### config.mk
export PLATFORM = sky130hd
export DESIGN_NAME = arb_req_queue_flat
export DESIGN_NICKNAME = d
export VERILOG_FILES = /design/src/rtl/arb_pkg.sv /design/src/rtl/arb_req_queue_if.sv /design/src/rtl/arb_req_counter.sv /design/src/rtl/arb_req_queue.sv /design/src/flat_wrapper.sv
export SDC_FILE = /design/constraint.sdc
export NUM_CORES = 1
export LEC_CHECK = 0
export BUFFER_PORTS_ARGS = -buffer_cell sky130_fd_sc_hd__clkbuf_2
export CAP_MARGIN = 20
export CORE_MARGIN = 10
export CORE_UTILIZATION = 50
export DETAILED_ROUTE_END_ITERATION = 10
export GPL_TIMING_DRIVEN = 1
export PLACE_DENSITY_LB_ADDON = 0.3
export SYNTH_ARGS = -nofsm -noshare
export SYNTH_HDL_FRONTEND = slang
export SYNTH_HIERARCHICAL = 1
export SYNTH_SLANG_ARGS = --single-unit
### constraint.sdc
create_clock -name clk -period 2.1 [get_ports clk]
set_input_delay 0.42 -clock clk [delete_from_list [all_inputs] [get_ports clk]]
set_output_delay 0.42 -clock clk [all_outputs]
set_load 0.01 [all_outputs]
### src/rtl/arb_pkg.sv
// Shared constants and helpers for the request queue and single_cycle_arbiter.
package arb_pkg;

  localparam int ARB_N     = 16;
  localparam int ARB_CNT_W = 4;

  // 1 when vec has zero or exactly one bit set.
  function automatic logic onehot0_check(input logic [ARB_N-1:0] vec);
    return (vec & (vec - {{(ARB_N-1){1'b0}}, 1'b1})) == '0;
  endfunction

endpackage

### src/rtl/arb_req_queue_if.sv
// Request/grant bus between the requestors, the pending-request queue and the arbiter.
interface arb_req_queue_if
  import arb_pkg::*;
#(
  parameter int N     = ARB_N,
  parameter int CNT_W = ARB_CNT_W
);

  logic [N-1:0]       push_i;
  logic [N-1:0]       gnt_i;
  logic [N-1:0]       req_o;
  logic [N-1:0]       full_o;
  logic [N*CNT_W-1:0] cnt_o;
  logic [N-1:0]       overflow_o;
  logic               gnt_err_o;
  logic               idle_o;

  modport master (
    output push_i, gnt_i,
    input  req_o, full_o, cnt_o, overflow_o, gnt_err_o, idle_o
  );

  modport slave (
    input  push_i, gnt_i,
    output req_o, full_o, cnt_o, overflow_o, gnt_err_o, idle_o
  );

endinterface

### src/rtl/arb_req_counter.sv
// One lane of pending-request tracking: saturating up/down counter with sticky overflow.
module arb_req_counter #(
  parameter int CNT_W = 4
) (
  input  logic             clk,
  input  logic             reset,
  input  logic             push,
  input  logic             gnt,
  output logic [CNT_W-1:0] cnt,
  output logic             full,
  output logic             overflow,
  output logic             bad_gnt
);

  localparam logic [CNT_W-1:0] CNT_MAX = '1;

  logic [CNT_W-1:0] cnt_q;
  logic             ovf_q;
  logic             dec;
  logic             inc;
  logic             drop;

  // A grant frees a slot in the same cycle, so a push on a full lane is kept when granted.
  assign full    = (cnt_q == CNT_MAX);
  assign dec     = gnt && (cnt_q != '0);
  assign inc     = push && (!full || dec);
  assign drop    = push && !inc;
  assign bad_gnt = gnt && (cnt_q == '0);

  always_ff @(posedge clk or negedge reset) begin
    if (!reset) begin
      cnt_q <= '0;
      ovf_q <= 1'b0;
    end else begin
      if (inc && !dec) begin
        cnt_q <= cnt_q + CNT_W'(1);
      end else if (dec && !inc) begin
        cnt_q <= cnt_q - CNT_W'(1);
      end
      if (drop) begin
        ovf_q <= 1'b1;
      end
    end
  end

  assign cnt      = cnt_q;
  assign overflow = ovf_q;

endmodule

### src/rtl/arb_req_queue.sv
// Per-requestor pending-request tracker feeding single_cycle_arbiter; every output is
// decoded from registered state.
module arb_req_queue
  import arb_pkg::*;
#(
  parameter int N     = ARB_N,
  parameter int CNT_W = ARB_CNT_W
) (
  input  logic            clk,
  input  logic            reset,
  arb_req_queue_if.slave  bus
);

  logic [CNT_W-1:0] cnt_lane [N];
  logic [N-1:0]     full;
  logic [N-1:0]     overflow;
  logic [N-1:0]     bad_gnt;
  logic [N-1:0]     req;
  logic             multi_gnt;
  logic             gnt_err_q;

  for (genvar k = 0; k < N; k++) begin : g_lane
    arb_req_counter #(.CNT_W(CNT_W)) u_cnt (
      .clk      (clk),
      .reset    (reset),
      .push     (bus.push_i[k]),
      .gnt      (bus.gnt_i[k]),
      .cnt      (cnt_lane[k]),
      .full     (full[k]),
      .overflow (overflow[k]),
      .bad_gnt  (bad_gnt[k])
    );
  end

  always_comb begin
    bus.cnt_o = '0;
    req       = '0;
    for (int i = 0; i < N; i++) begin
      bus.cnt_o[i*CNT_W +: CNT_W] = cnt_lane[i];
      req[i]                      = (cnt_lane[i] != '0);
    end
  end

  assign multi_gnt = !onehot0_check(bus.gnt_i);

  // Lanes still retire on a multi-hot grant; the error is only flagged.
  always_ff @(posedge clk or negedge reset) begin
    if (!reset) begin
      gnt_err_q <= 1'b0;
    end else if (multi_gnt || (|bad_gnt)) begin
      gnt_err_q <= 1'b1;
    end
  end

  assign bus.req_o      = req;
  assign bus.full_o     = full;
  assign bus.overflow_o = overflow;
  assign bus.gnt_err_o  = gnt_err_q;
  assign bus.idle_o     = ~|req;

endmodule

### src/flat_wrapper.sv
// flat-port wrapper written by rule: the top's interface ports become plain ports
module arb_req_queue_flat import arb_pkg::*;
#(
  parameter int N     = ARB_N,
  parameter int CNT_W = ARB_CNT_W
)
  (clk, reset, bus_push_i, bus_gnt_i, bus_req_o, bus_full_o, bus_cnt_o, bus_overflow_o, bus_gnt_err_o, bus_idle_o);
  arb_req_queue_if #(.N(N), .CNT_W(CNT_W)) bus_i ();
  input  logic clk;
  input  logic reset;
  input wire logic [$bits(bus_i.push_i)-1:0] bus_push_i;
  input wire logic [$bits(bus_i.gnt_i)-1:0] bus_gnt_i;
  output wire logic [$bits(bus_i.req_o)-1:0] bus_req_o;
  output wire logic [$bits(bus_i.full_o)-1:0] bus_full_o;
  output wire logic [$bits(bus_i.cnt_o)-1:0] bus_cnt_o;
  output wire logic [$bits(bus_i.overflow_o)-1:0] bus_overflow_o;
  output wire logic [$bits(bus_i.gnt_err_o)-1:0] bus_gnt_err_o;
  output wire logic [$bits(bus_i.idle_o)-1:0] bus_idle_o;
  assign bus_i.push_i = bus_push_i;
  assign bus_i.gnt_i = bus_gnt_i;
  assign bus_req_o = bus_i.req_o;
  assign bus_full_o = bus_i.full_o;
  assign bus_cnt_o = bus_i.cnt_o;
  assign bus_overflow_o = bus_i.overflow_o;
  assign bus_gnt_err_o = bus_i.gnt_err_o;
  assign bus_idle_o = bus_i.idle_o;
  arb_req_queue #(.N(N), .CNT_W(CNT_W)) u_core (.clk(clk), .reset(reset), .bus(bus_i));
endmodule
After elaboration in Yosys (flattened, before gate mapping)
Cells that the tools add are included.

storage, ports and cells
  input port bits = 34
  word-level logic and storage cells = 329
  bits in registers = 81
  output and inout bits = 114

operators by class
  multiplexer cells = 32
  equal/unequal tests = 16
  reductions and logical operators = 214
  bitwise operators = 1
  add/subtract/negate cells = 33

operators with widths
  kind                   count
  $mux 4                 32
  $logic_and 1x1->1      96
  $add 4x1->4 const B    16
  $eq 4x4->1 const B     16
  $logic_not 4->1        16
  $reduce_bool 4->1      16
  $sub 4x1->4 const B    16
  $logic_not 1->1        50
  $reduce_bool 2->1      16
  $reduce_or 16->1       2
  $logic_or 1x1->1       17
  $and 16x16->16         1
  $logic_not 16->1       1
  $sub 16x1->16 const B  1

Logic depth before layout (Yosys ltp)
  depth after elaboration = 8
  gate-level depth with buffers = 9

By module
Netlist, hierarchy kept.

by module, submodules not included
  module           sequential area each (sq um)  cells an instance  instances  area an instance (sq um)
  arb_req_counter  125.1                         36                 16         376.6
  arb_req_queue    25.0                          52                 1          387.9

Worst setup path before layout
No wires, ideal clock.

  path type = reg2reg
  from = register u_core.g_lane[0].u_cnt.cnt_q[0]
  to = register u_core.g_lane[0].u_cnt.cnt_q[3]
  buffers on the path = 0
  cell stages (with the launch flop) = 10
  slack = -337 ps
  data required time = 1971 ps
  period minus slack after synthesis = 2437 ps
  data arrival time = 2308 ps
  cell sequence = dfrtp_1 -> and4_1 -> nor2b_1 -> nor2b_1 -> ha_1 -> inv_1 -> ha_1 -> or4_4 -> o211ai_2 -> o211ai_2

on the way
  longest elaborated chain between the ends = 7
  elaborated cells on any way between the ends = 15
  classes of those cells = add/sub: 2; eq/ne: 1; mux: 2; reduce/logical: 10

RTL lines
  item                                line                   text
  start: declaration                  arb_req_counter.sv:17  logic [CNT_W-1:0] cnt_q;
  start signal: assignment            arb_req_counter.sv:36  cnt_q <= cnt_q + CNT_W'(1);
  start signal: assignment            arb_req_counter.sv:38  cnt_q <= cnt_q - CNT_W'(1);
  $eq 4x4->1 *                        arb_req_counter.sv:24  assign full = (cnt_q == CNT_MAX);
  named net bus_full_o[0]             flat_wrapper.sv:14     output wire logic [$bits(bus_i.full_o)-1:0] bus_full_o;
  $logic_not 1->1 *                   arb_req_counter.sv:26  assign inc = push && (!full || dec);
  $logic_or 1x1->1 *                  arb_req_counter.sv:26
  $logic_and 1x1->1 *                 arb_req_counter.sv:26
  $logic_not 1->1                     arb_req_counter.sv:37  end else if (dec && !inc) begin
  $logic_and 1x1->1                   arb_req_counter.sv:37
  $reduce_bool 2->1 (no source line)  n/a

The timed path passes the listed nets; every way through them passes the cells marked *. The select of a mux whose other input is x is not followed.
A chain may end at the register's enable or synchronous reset.

Worst setup path in the final report
  from = register u_core.g_lane[6].u_cnt.cnt_q[1]
  to = output bus_idle_o

on the way
  longest elaborated chain between the ends = 3

RTL lines
  item                      line                   text
  start: declaration        arb_req_counter.sv:17
  start signal: assignment  arb_req_counter.sv:36
  start signal: assignment  arb_req_counter.sv:38
  $reduce_bool 4->1         arb_req_queue.sv:40    req[i] = (cnt_lane[i] != '0);
  $reduce_or 16->1          arb_req_queue.sv:59    assign bus.idle_o = ~|req;
  $logic_not 1->1           arb_req_queue.sv:59
  end: declaration          flat_wrapper.sv:18     output wire logic [$bits(bus_i.idle_o)-1:0] bus_idle_o;

No other way between the ends.

==> impl_metrics.yaml <==
sta:
  finalMaxSlewViolations: 0
  max_clock_freq_ghz: 0.382
  finalHoldViolCount: 0
  worst_slack_ps: -520
  rsz0062_at_grt: "true"
  slew_headroom: 0.638
  period_share: 1.25
  whs_ps: 6.85
  skew_ps: 6.79
  setup_violations: 39
  worst_pin_slew_ps: 539
  fin_crit_ps: 2620
power_and_ir_drop:
  power_per_cell_area_mw_per_mm2: 1650
  ir_drop_v: 0.00102
  p_leak_uw: 0.00477
yosys:
  yosysTopAreaCell: "dfrtp_1"
  syn_avg_cell_area_um2: 10.2
  synth_seq_area_share: 0.316
  ys_ff_latch: 81
  synthDistinctLibCells: 36
  synth_nets: 726
  synth_top_flop_cell: "dfrtp_1"
  syn-cell-area_mm2: 0.00641
  synth_area_leaders: "dfrtp_1, ha_1, o211ai_2"
  synthArstFlopShare: 1.00
  syn-instance-count: 628
  yosys_warnings: 6
  synth_enable_flop_cells: 0
  yosys.area.top_type_share: 0.316
cts:
  cts_tree: "yes"
  numClockSinks: 81
  cts_max_path_buffers: 2
  cts_max_level: 3
  holdBufCountCts: 0
  cts_buffers: 9
  insertion_delay_ps: 350
  path_clk_slew_ps: 60
  clock-root-buffer: "clkbuf_16"
detailed_routing:
  drt-vias-per-instance: 5.96
  drc: 0
  vias: 7191
  drt_wl_total_um: 25000
  dr.first_iter.drc_count: 510
  wire_per_inst_um: 20.7
  ant_nets: 0
  dr.pass1.iters: 5
cells_and_area:
  syn_to_final_growth_pct: 66.3
  layout.nets: 1127
  fillerInstances: 655
  antenna_cells: 0
  finalNonFillerCells: 1206
  drive_gt1_frac: 0.680
setup_path:
  r2r_cells: 10
  crit_path_start: "u_core/g_lane[6].u_cnt/cnt[1]$_DFFE_PN0P_"
  cp_max_fo: 5
  required_ps: 1680
  path_class: "flip-flop to primary output"
  r2r_start: "u_core/g_lane[5].u_cnt/cnt[0]$_DFFE_PN0P_"
  worstPathArrival_ps: 2200
  cp-end-kind: "primary output"
  critPathLaunchType: "flip-flop"
floorplan:
  core_area_mm2: 0.0126
  row_count: 41
  io_pins: 148
  chipWidth_um: 133
  die_h_um: 133
  start_util: 0.510
  die_area_mm2: 0.0178
place:
  dp_hpwl_um: 17000
  gp_congestion: 0.904
  dp.cells: 1152
  io_buffers: 147
  dp_slack_ps: -297
grt:
  grt_max_degree: 33
  grt_overflow: 0
  gr-usage-all-layers: 0.246
  grt_first_pass_wirelength_um: 36400
  antenna_found_initial: 0
  grt_pass1_vias: 7449
outcome:
  violations: "negative setup slack"
  status: "complete, but fails checks"
worst_hold_path:
  hp-class: "input pin to async pin"
flow_run:
  maxCapViolCount: 0
-- final timing paths --
path | slack, ps | to
worst max register to register | -380 | u_core/g_lane[5].u_cnt/cnt[3]$_DFFE_PN0P_
worst min register to register | 460 | u_core/g_lane[14].u_cnt/overflow$_DFFE_PN0P_
worst min-delay path | 7 | u_core/g_lane[6].u_cnt/cnt[0]$_DFFE_PN0P_
max in group asynchronous | 1380 | u_core/g_lane[5].u_cnt/cnt[3]$_DFFE_PN0P_
worst max-delay path | -520 | bus_idle_o
min in group clk | 280 | u_core/g_lane[7].u_cnt/overflow$_DFFE_PN0P_
-- cells by family (layout without fill, tap and decap cells) --
group                      after synthesis  after routing  synth area share
DFF                                     81             81             0.316
adders and majority gates               65             65             0.145
xor gates and xnor gates                32             32            0.0437
AOI/OAI and AO/OA                      122            122             0.160
buffers and inverters                   33            439            0.0226
and+or+nand+nor                        263            263             0.259
muxes                                   32             32            0.0531
-- power by group --
part	total (uW)	leakage, uW	switching [uW]	internal [uW]
combinational	12400	0.00372	5840	6580
sequential	3540	0.000903	1020	2520
clock	1680	0.000150	698	985
-- metrics by stage --
stage / setup TNS, ps / power, uW / instance area (um2) / util
floorplan: -1400 / 8930 / 6770 / -
global placement: -3430 / 13000 / 9320 / 0.742
detailed placement: -5210 / 13700 / 9320 / 0.742
CTS: -5340 / 16100 / 9990 / 0.795
global route: -8750 / 18600 / 10700 / 0.848
finish: -5870 / 17600 / 10700 / 0.848
-- final cells by class --
| class | count | area (um2) | area share |
|---|---|---|---|
| multi-input cells | 514 | 5160 | 0.484 |
| repair buffers | 407 | 2800 | 0.262 |
| flip-flops and latches | 81 | 2110 | 0.198 |
| clock buffers | 13 | 260 | 0.0244 |
| well taps | 172 | 215 | 0.0202 |
| inverters | 16 | 85.1 | 0.00798 |
| clock inverters | 3 | 40.0 | 0.00375 |
-- registers in the layout, indices dropped and copies added, names as in the netlist --
register                      cells
u_core/g_lane.u_cnt/cnt          64
u_core/g_lane.u_cnt/overflow     16
u_core/bus.gnt_err_o              1
-- repair_timing --
action | in CTS | in global routing
setup endpoints to repair | 47 | 51
gates cloned | 0 | 0
buffers inserted | 13 | 30
gates resized for setup | 60 | 107
endpoints found under the hold margin | 0 | 0
pin swaps | 18 | 57
-- cells in the final DEF, fill, tap and decap left out, types with 8 or more instances in the layout --
cell and count:
nor2b_1 14, dfrtp_1 17, and4_4 17, o211ai_2 32, nor2b_4 9, nor3_1 21
nand2_1 32, xnor2_1 25, buf_4 237, nand3_1 30, or4_1 8, buf_6 23
mux2_2 12, ha_2 12, nor4_2 8, mux2i_1 15, a21o_1 16, clkbuf_2 145
o21ai_1 12, and2_1 15, fa_2 10, a21oi_1 24, a2111o_1 16, nor4_4 13
nand2b_1 12, dfrtp_2 64, ha_4 23, nor2b_2 9, a21oi_2 9, or4_4 27
clkbuf_16 9, nand3b_1 16, inv_4 10, or3_1 16, ha_1 13
-- critical path, stage by stage (launching register included) --
cell	delay, ps
dfrtp_2	460
or4_1	650
nor4_4	320
and4_4	290
clkbuf_8	130
-- synthesized netlist by cell type, drive strengths merged (18+ instances only) --
| cell type | n |
|---|---|
| o211ai | 32 |
| nor2b | 32 |
| or4 | 35 |
| and4 | 18 |
| nor3 | 21 |
| nor4 | 27 |
| nand2 | 32 |
| dfrtp | 81 |
| ha | 48 |
| nand3 | 32 |
| xnor2 | 32 |
| a21oi | 33 |
-- routing by layer --
metal | vias to the layer above | share of wire | GRT usage | wire (um)
met1 | 3556 | 0.38 | 0.267 | 9500
met4 | 0 | 0.040 | 0.103 | 999
met2 | 316 | 0.52 | 0.454 | 13000
li1 | 3229 | - | - | -
met3 | 90 | 0.059 | 0.0489 | 1470
met5 | - | 0 | 0 | 0
Power figures use the tool's default switching activity.
